File: config.mk
export PLATFORM = sky130hd
export DESIGN_NAME = phase_commutation_fsm
export DESIGN_NICKNAME = d
export VERILOG_FILES = /design/src/rtl/commutation_pkg.sv /design/src/rtl/step_timer.sv /design/src/rtl/phase_commutation_fsm.sv
export SDC_FILE = /design/constraint.sdc
export NUM_CORES = 1
export LEC_CHECK = 0
export BUFFER_PORTS_ARGS = -buffer_cell sky130_fd_sc_hd__buf_2
export CAP_MARGIN = 20
export CORE_ASPECT_RATIO = 1.2
export CORE_MARGIN = 2
export CORE_UTILIZATION = 30
export CTS_CLUSTER_DIAMETER = 200
export DETAILED_ROUTE_END_ITERATION = 7
export GPL_TIMING_DRIVEN = 0
export PLACE_DENSITY = 0.57
export SYNTH_ARGS = -nofsm -noshare
export SYNTH_HDL_FRONTEND = slang
export SYNTH_SLANG_ARGS = --single-unit
export TNS_END_PERCENT = 100
File: constraint.sdc
create_clock -name clk -period 1.4 [get_ports clk]
set_clock_uncertainty 0.05 [all_clocks]
set_input_delay 0.07 -clock clk [delete_from_list [all_inputs] [get_ports clk]]
set_output_delay 0.07 -clock clk [all_outputs]
set_load 0.005 [all_outputs]
File: src/rtl/commutation_pkg.sv
// Shared types and helpers for the matrix-converter output-phase commutation controller.
package commutation_pkg;

    localparam int unsigned GATE_W  = 6;
    localparam int unsigned PHASE_W = 2;

    localparam int unsigned A_FWD = 5;
    localparam int unsigned A_REV = 4;
    localparam int unsigned B_FWD = 3;
    localparam int unsigned B_REV = 2;
    localparam int unsigned C_FWD = 1;
    localparam int unsigned C_REV = 0;

    typedef enum logic [2:0] {
        ST_OFF,
        ST_ON_A,
        ST_ON_B,
        ST_ON_C,
        ST_STEP1,
        ST_STEP2,
        ST_STEP3
    } state_e;

    typedef enum logic [PHASE_W-1:0] {
        PH_NONE = 2'b00,
        PH_A    = 2'b01,
        PH_B    = 2'b10,
        PH_C    = 2'b11
    } phase_e;

    // One-hot gate for the forward (fwd=1) or reverse (fwd=0) device of a phase.
    function automatic logic [GATE_W-1:0] gate_mask(phase_e ph, logic fwd);
        logic [GATE_W-1:0] m;
        m = '0;
        case (ph)
            PH_A: if (fwd) m[A_FWD] = 1'b1; else m[A_REV] = 1'b1;
            PH_B: if (fwd) m[B_FWD] = 1'b1; else m[B_REV] = 1'b1;
            PH_C: if (fwd) m[C_FWD] = 1'b1; else m[C_REV] = 1'b1;
            default: m = '0;
        endcase
        return m;
    endfunction

    function automatic state_e on_state(phase_e ph);
        case (ph)
            PH_A:    return ST_ON_A;
            PH_B:    return ST_ON_B;
            PH_C:    return ST_ON_C;
            default: return ST_OFF;
        endcase
    endfunction

    function automatic phase_e on_phase(state_e st);
        case (st)
            ST_ON_A: return PH_A;
            ST_ON_B: return PH_B;
            ST_ON_C: return PH_C;
            default: return PH_NONE;
        endcase
    endfunction

endpackage

File: src/rtl/step_timer.sv
// Loadable down-counter; done_o is high during the last cycle of a STEP_CYCLES-long dwell.
module step_timer #(
    parameter int unsigned STEP_CYCLES = 55
) (
    input  logic clk,
    input  logic rst,
    input  logic load_i,
    output logic done_o
);

    localparam int unsigned CNT_W = $clog2(STEP_CYCLES + 1);

    logic [CNT_W-1:0] cnt_q;
    logic [CNT_W-1:0] cnt_d;
    logic             done_q;

    always_comb begin
        cnt_d = cnt_q;
        if (load_i) begin
            cnt_d = CNT_W'(STEP_CYCLES);
        end else if (cnt_q != '0) begin
            cnt_d = cnt_q - CNT_W'(1);
        end
    end

    // done is registered from the next count so it lines up with cnt_q == 1.
    always_ff @(posedge clk) begin
        if (rst) begin
            cnt_q  <= '0;
            done_q <= 1'b0;
        end else begin
            cnt_q  <= cnt_d;
            done_q <= (cnt_d == CNT_W'(1));
        end
    end

    assign done_o = done_q;

endmodule

File: src/rtl/phase_commutation_fsm.sv
// Four-step current commutation for one output phase of a 3x3 matrix converter.
module phase_commutation_fsm
    import commutation_pkg::*;
#(
    parameter int unsigned STEP_CYCLES = 55
) (
    input  logic               clk,
    input  logic               rst,
    input  logic [PHASE_W-1:0] DesiredLoad,
    input  logic               CURRSIGN,
    output logic [GATE_W-1:0]  Sout
);

    state_e             state_q, state_d;
    phase_e             src_q, src_d;
    phase_e             dst_q, dst_d;
    logic               sign_q, sign_d;
    logic [GATE_W-1:0]  sout_q, sout_d;
    logic               step_load;
    logic               step_done;
    phase_e             desired;
    phase_e             cur;

    step_timer #(
        .STEP_CYCLES(STEP_CYCLES)
    ) u_step_timer (
        .clk    (clk),
        .rst    (rst),
        .load_i (step_load),
        .done_o (step_done)
    );

    always_comb begin
        state_d   = state_q;
        src_d     = src_q;
        dst_d     = dst_q;
        sign_d    = sign_q;
        step_load = 1'b0;
        sout_d    = '0;
        desired   = phase_e'(DesiredLoad);
        cur       = on_phase(state_q);

        case (state_q)
            ST_OFF: begin
                if (desired != PH_NONE) begin
                    state_d = on_state(desired);
                end
            end
            ST_ON_A, ST_ON_B, ST_ON_C: begin
                sout_d = gate_mask(cur, 1'b1) | gate_mask(cur, 1'b0);
                // Source, target and current sign are frozen for the whole commutation.
                if (desired != cur) begin
                    src_d     = cur;
                    dst_d     = desired;
                    sign_d    = CURRSIGN;
                    state_d   = ST_STEP1;
                    step_load = 1'b1;
                end
            end
            ST_STEP1: begin
                sout_d = gate_mask(src_q, sign_q);
                if (step_done) begin
                    if (dst_q == PH_NONE) begin
                        state_d = ST_OFF;
                    end else begin
                        state_d   = ST_STEP2;
                        step_load = 1'b1;
                    end
                end
            end
            ST_STEP2: begin
                sout_d = gate_mask(src_q, sign_q) | gate_mask(dst_q, sign_q);
                if (step_done) begin
                    state_d   = ST_STEP3;
                    step_load = 1'b1;
                end
            end
            ST_STEP3: begin
                sout_d = gate_mask(dst_q, sign_q);
                if (step_done) begin
                    state_d = on_state(dst_q);
                end
            end
            default: begin
                state_d = ST_OFF;
            end
        endcase
    end

    // Gate drives follow the state register by one cycle.
    always_ff @(posedge clk) begin
        if (rst) begin
            state_q <= ST_OFF;
            src_q   <= PH_NONE;
            dst_q   <= PH_NONE;
            sign_q  <= 1'b0;
            sout_q  <= '0;
        end else begin
            state_q <= state_d;
            src_q   <= src_d;
            dst_q   <= dst_d;
            sign_q  <= sign_d;
            sout_q  <= sout_d;
        end
    end

    assign Sout = sout_q;

endmodule

==> out/results.txt, run 1 <==
outcome = finished, violations left
vias in the first global route = 1099
Pint = 2.116 mW
RR Endpoint = u_step_timer.done_o$_SDFF_PP0_
Hold Vio Cnt, Final = 0
fmax = 673.7 MHz
First DRT Iteration DRCs = 61
static leakage = 0.5706 nW
Hold Path Class = input pin to register
power consumption = 3.672 mW
setup slack after layout = -0.08443 ns
Clock H-tree levels = 1
Top FF cell, synth = dfxtp_1
Post-Route WL = 2.991 mm
Req. time, crit path = 1.53 ns
DRT Pass-1 Iters = 4
antenna violations before repair = 0
non-filler instance count after layout = 220
Combinational Power Share = 0.600
die area = 4484 um2
unrepaired setup endpoints after global routing = yes
diode count = 0
hold path depth = 3
Core Footprint = 3879 um2
clock group share of total power = 0.107
Worst setup SP type = register
Syn Std Cell Area = 1189 um2
met3 wire length = 127 um
Max-slew headroom = 0.6613
Layout area overhead = 33.58%
final layout net count = 174
EDFF count, synth = 0
Max Used Layer = met4
Worst path top cell family by delay = simple AND/OR/NAND/NOR gates
Worst EP arrival = 1.61 ns
Netlist cell types = 45
Die Span X = 61.46 um
WL/cell = 13.60 um
Initial Util = 0.3065
routability cong. = 0.8085
layout cells sized above 1 = 0.3735
Via Count = 1167
slowest CP cell = or3b_4
DR DRC count = 0
remaining global-route overflow = 0
Cells after DPL = 208
Reg power frac = 0.292
met2 wire len = 1.560 mm
setup TNS = -0.1376 ns
Post-CTS Hold Buffers = 0
first-pass GRT wire length = 4.809 mm
Core Rows = 25
sequential area share after synthesis = 0.3537
Clock Tree Root = clkbuf_8
PortBufs = 9
clock sink count = 21
HPWL after DPL = 1.914 mm
switching pwr = 1.556 mW
fraction of synthesis flops using an asynchronous set or reset pin = 0
internal reg-to-reg setup slack = -0.08 ns
M1 WL = 1.240 mm
boundary pin count = 11
failing checks = negative setup slack
Hold Path End = sign_q$_SDFFE_PP0P_
Synthesis Warnings = 0
setup violators final = 4
Multi-input gate area = 859.6 um2
Buf/Inv on CP = 1
Reg-to-Reg Start = u_step_timer.cnt_q[0]$_SDFF_PP0_
Worst Hold Launch = CURRSIGN
Die Span Y = 72.96 um
sw frac = 0.4238
Inserted Clock Buffers = 3
worst slew pin tran = 0.5081 ns
Crit. End Element = register
R2R depth = 6
Max Slew Vio Count = 0
Clock Path Buffers = 2
CP Class = register to register
syn_area_per_cell = 8.198 um2
CTS tree = yes
Min Clock Period, post-route = 1.484 ns
Mapped Nets = 152
Final Cell Area = 1588 um2
Pwr Density = 2313 nW/um2
clock transition at the registers of the reported paths = 0.08 ns
fin crit share = 1.060
Critical Path Fanout Max = 5
critical-path cell list = inv_4 -> ha_4 -> or3b_4 -> o21ai_2 -> a21oi_2 -> nor4b_2
filler cell count in the final layout = 412
post-route ant nets = 0
number of synthesized register bits = 21
Seq. cell area = 432.9 um2
Avg Vias per Cell = 5.305
Overall Global Routing Usage = 0.1404
placed cell area = 1321 um2
post-synthesis instance total = 145
Skew-Pair Late Insertion Delay = 0.26 ns
maximum vdd drop = 0.001118 V
Max-Cap Viols = 0
largest net degree at the start of global routing = 13
CP max stage delay = 0.38 ns
==> cell families after synthesis <==
kind of cell,Yosys count,synth area share
AOI/OAI and AO/OA,49,0.2611
xor gates and xnor gates,4,0.02948
adders and majority gates,2,0.02105
buffers and inverters,12,0.04000
DFF,21,0.3537
muxes,4,0.03579
and+or+nand+nor,53,0.2590
==> synthesized netlist by cell type (all sizes together), types with 2 or more instances <==
master / number / area (um2)
dfxtp: 21 / 420.4
a21oi: 17 / 85.08
nand2: 9 / 33.78
nor2: 8 / 32.54
o21ai: 8 / 40.03
nand2b: 7 / 43.79
a31oi: 6 / 37.54
inv: 6 / 22.52
nand3: 6 / 30.03
nor3: 6 / 35.03
nor2b: 5 / 31.28
a21boi: 4 / 30.03
clkbuf: 4 / 15.01
nand3b: 3 / 22.52
xnor2: 3 / 26.28
a211oi: 2 / 20.02
buf: 2 / 10.01
ha: 2 / 25.02
mux2: 2 / 22.52
mux2i: 2 / 20.02
nor3b: 2 / 15.01
o22ai: 2 / 12.51
==> routing by layer <==
layer  global-route usage  vias up
li1                     -      575
met1               0.1612      554
met2               0.2447       30
met3              0.02660        8
met4              0.06383        0
met5                    0        -
==> worst max-delay path by stage <==
stage	cells after the start	startpoint	slack (ns)	endpoint
2_1_floorplan	6	u_step_timer.cnt_q[0]$_SDFF_PP0_	0.03	u_step_timer.cnt_q[1]$_SDFF_PP0_
3_3_place_gp	5	state_q[0]$_SDFFE_PP0P_	-0.20	u_step_timer.done_o$_SDFF_PP0_
3_5_place_dp	4	state_q[2]$_SDFFE_PP0P_	-0.22	u_step_timer.done_o$_SDFF_PP0_
4_1_cts	6	u_step_timer.cnt_q[1]$_SDFF_PP0_	-0.05	u_step_timer.done_o$_SDFF_PP0_
5_1_grt	6	u_step_timer.cnt_q[0]$_SDFF_PP0_	-0.18	u_step_timer.done_o$_SDFF_PP0_
6_report	6	u_step_timer.cnt_q[0]$_SDFF_PP0_	-0.08	u_step_timer.done_o$_SDFF_PP0_
==> cell type report <==
type,instances,area share
tap,54,0.04255
inverter,6,0.01891
sequential,21,0.2727
buffer,6,0.02679
clock buffer,3,0.02600
multi-input combinational,112,0.5414
clock inverter,1,0.003152
timing repair buffer,17,0.06856
==> cell usage in the layout, fill, tap and decap left out, types with 2 or more instances in the layout <==
| cell type | instances |
|---|---|
| dfxtp_1 | 15 |
| a21oi_1 | 14 |
| nand2_1 | 9 |
| buf_2 | 9 |
| nor2_1 | 7 |
| buf_4 | 7 |
| nand3_1 | 6 |
| a31oi_1 | 6 |
| o21ai_0 | 4 |
| nand2b_1 | 4 |
| nor2b_1 | 4 |
| dfxtp_2 | 4 |
| inv_4 | 3 |
| clkbuf_1 | 3 |
| nor3_2 | 3 |
| nand2b_4 | 3 |
| a21boi_1 | 3 |
| o21ai_1 | 3 |
| nand3b_1 | 3 |
| clkbuf_8 | 3 |
| a21oi_2 | 2 |
| inv_1 | 2 |
| buf_6 | 2 |
| mux2i_1 | 2 |
| nor3_1 | 2 |
| mux2_1 | 2 |
| xnor2_1 | 2 |
| dfxtp_4 | 2 |
==> power groups by stage <==
| stage | logic (mW) | registers [mW] | clock network (mW) |
|---|---|---|---|
| finish | 2.20 | 1.07 | 0.395 |
| global route | 2.39 | 1.10 | 0.449 |
| CTS | 1.92 | 1.03 | 0.418 |
| detailed placement | 1.60 | 1.01 | 0 |
| global placement | 1.58 | 1.01 | 0 |
| floorplan | 1.32 | 0.963 | 0 |
==> worst min-delay path, cell delays in order <==
cell     delay [ns]
buf_2          0.10
o21ai_1        0.06
a21oi_1        0.06
==> metrics by stage <==
stage,setup WS [ns],util,hold slack [ns]
6_report,-0.08443,0.4094,0.02839
5_1_grt,-0.1830,0.4094,0.05372
4_1_cts,-0.05371,0.3848,0.02084
3_5_place_dp,-0.2204,0.3406,0.3065
3_3_place_gp,-0.1969,0.3406,0.3023
2_1_floorplan,0.02792,-,0.1806
==> state kept, by name, indices dropped and copies added, names as in the netlist <==
signal,count
Sout,6
dst_q,2
sign_q,1
src_q,2
state_q,3
u_step_timer.cnt_q,6
u_step_timer.done_o,1
==> timing repair <==
action	CTS	global route
gates cloned	0	0
setup buffers	6	2
resized for setup	21	21
setup endpoints to repair	18	19
pin swaps	3	7
(Power assumes the default switching activity.)
==> inputs of run 2 (changes only) <==
- GPL_TIMING_DRIVEN: 0 -> 1
==> run 2 against run 1 <==
Net effect: sequential cell count stayed put; die area stayed put; the flow still finishes with violations (negative setup slack); combinational power is 24% higher; critical endpoint unchanged; power is 14% higher; register-to-register slack worse by 0.02 ns; largest power group unchanged; highest routed layer unchanged; global-route usage is 1.4 points higher; sequential share of layout area is 3.3 points lower.
==> out/results.txt, run 2 (synthesized netlist as in run 1, its figures left out) <==
Max-Cap Viols = 0
Reg power frac = 0.252
Via Count = 1249
HPWL after DPL = 2.266 mm
CP Class = register to register
critical-path cell list = or4b_1 -> o22ai_2 -> a21oi_2 -> nor4b_2
Max-slew headroom = 0.7519
largest net degree at the start of global routing = 13
PortBufs = 10
Core Footprint = 3879 um2
Crit. End Element = register
Buf/Inv on CP = 0
DRT Pass-1 Iters = 4
antenna violations before repair = 0
Pwr Density = 2301 nW/um2
remaining global-route overflow = 0
Layout area overhead = 53.05%
boundary pin count = 11
unrepaired setup endpoints after global routing = yes
Pint = 2.442 mW
Inserted Clock Buffers = 3
slowest CP cell = or4b_1
worst slew pin tran = 0.3704 ns
fin crit share = 1.075
outcome = finished, violations left
Die Span X = 61.46 um
setup violators final = 4
Cells after DPL = 230
maximum vdd drop = 0.001332 V
Avg Vias per Cell = 5.248
Clock H-tree levels = 1
Hold Vio Cnt, Final = 0
first-pass GRT wire length = 5.326 mm
static leakage = 0.6846 nW
most frequent cells in the layout = buf_4, dfxtp_1, a21oi_1
Die Span Y = 72.96 um
filler cell count in the final layout = 406
pre-CTS setup slack = -0.07514 ns
WHS = 0.02698 ns
Clock Tree Root = clkbuf_8
Final Cell Area = 1819 um2
sw frac = 0.4167
Clock Path Buffers = 2
final core utilization = 0.4690
First DRT Iteration DRCs = 55
Post-Route WL = 3.434 mm
CP max stage delay = 0.55 ns
diode count = 0
clock group share of total power = 0.096
most common cell after layout, fill and taps aside = buf_4
non-filler instance count after layout = 238
post-route ant nets = 0
switching pwr = 1.744 mW
final layout net count = 192
Min Clock Period, post-route = 1.504 ns
Combinational Power Share = 0.652
Post-CTS Hold Buffers = 0
Initial Util = 0.3065
Overall Global Routing Usage = 0.1545
CTS tree = yes
setup slack after layout = -0.1044 ns
Worst path top cell family by delay = simple AND/OR/NAND/NOR gates
Req. time, crit path = 1.52 ns
Hold Path Class = input pin to register
routability cong. = 0.8666
Seq. cell area = 435.4 um2
DR DRC count = 0
fmax = 664.7 MHz
die area = 4484 um2
Multi-input gate area = 938.4 um2
clock transition at the registers of the reported paths = 0.08 ns
Worst EP arrival = 1.63 ns
clock sink count = 21
Core Rows = 25
vias in the first global route = 1221
layout cells sized above 1 = 0.5054
Skew-Pair Late Insertion Delay = 0.26 ns
Critical Path Fanout Max = 4
failing checks = negative setup slack
Max Slew Vio Count = 0
WL/cell = 14.43 um
Worst setup SP type = register
placed cell area = 1504 um2
-- run 2: cell types whose count changed in the layout (fill, tap and decap cells not counted), sizes merged --
cell / previous run / this run
buf: 19 / 41
clkbuf: 7 / 3
-- run 2: worst paths after layout --
kind | start | endpoint | slack, ns | cells past startpoint
setup reg to reg | u_step_timer.cnt_q[0]$_SDFF_PP0_ | u_step_timer.done_o$_SDFF_PP0_ | -0.10 | 4
hold / removal | CURRSIGN | sign_q$_SDFFE_PP0P_ | 0.03 | 3
hold reg to reg | sign_q$_SDFFE_PP0P_ | Sout[4]$_SDFF_PP0_ | 0.45 | 1
setup / recovery | u_step_timer.cnt_q[0]$_SDFF_PP0_ | u_step_timer.done_o$_SDFF_PP0_ | -0.10 | 4
-- run 2: final cells by class --
| cell class | count | share of cell area |
|---|---|---|
| clock inverters | 1 | 0.002751 |
| flip-flops and latches | 21 | 0.2393 |
| inverters | 6 | 0.01651 |
| multi-input cells | 112 | 0.5158 |
| clock buffers | 3 | 0.02270 |
| repair buffers | 41 | 0.1657 |
| well taps | 54 | 0.03714 |
-- run 2: what timing repair did --
| item | in CTS | in global routing |
|---|---|---|
| buffers inserted | 1 | 3 |
| pin swaps | 2 | 15 |
| hold endpoints to repair | 0 | 0 |
| cloned | 0 | 0 |
| resized for setup | 16 | 40 |
| setup endpoints to repair | 8 | 17 |
-- run 2: power groups by stage --
stage	clock (mW)	sequential (mW)	combinational (mW)
final	0.402	1.06	2.73
after global routing	0.437	1.08	2.96
after CTS	0.417	1.00	2.20
after detailed placement	0	0.999	2.07
after global placement	0	0.993	2.04
after floorplan	0	0.963	1.32
-- run 2: worst reg2reg max path, stage by stage (launching register included) --
cell	delay (ns)
dfxtp_4	0.37
or4b_1	0.55
o22ai_2	0.15
a21oi_2	0.05
nor4b_2	0.25
-- run 2: metal layers --
metal | vias up | routed length, um | global-route usage
met3 | 6 | 75 | 0.02128
met2 | 23 | 1909 | 0.2872
met1 | 610 | 1407 | 0.1786
met5 | - | 0 | 0
li1 | 610 | - | -
met4 | 0 | 42 | 0.04255
-- run 2: stage by stage --
stage | total power, mW | setup TNS, ns
3_3_place_gp | 3.031 | -0.08354
5_1_grt | 4.473 | -0.5462
4_1_cts | 3.617 | -0.1474
6_report | 4.186 | -0.1763
3_5_place_dp | 3.067 | -0.3203
2_1_floorplan | 2.281 | 0
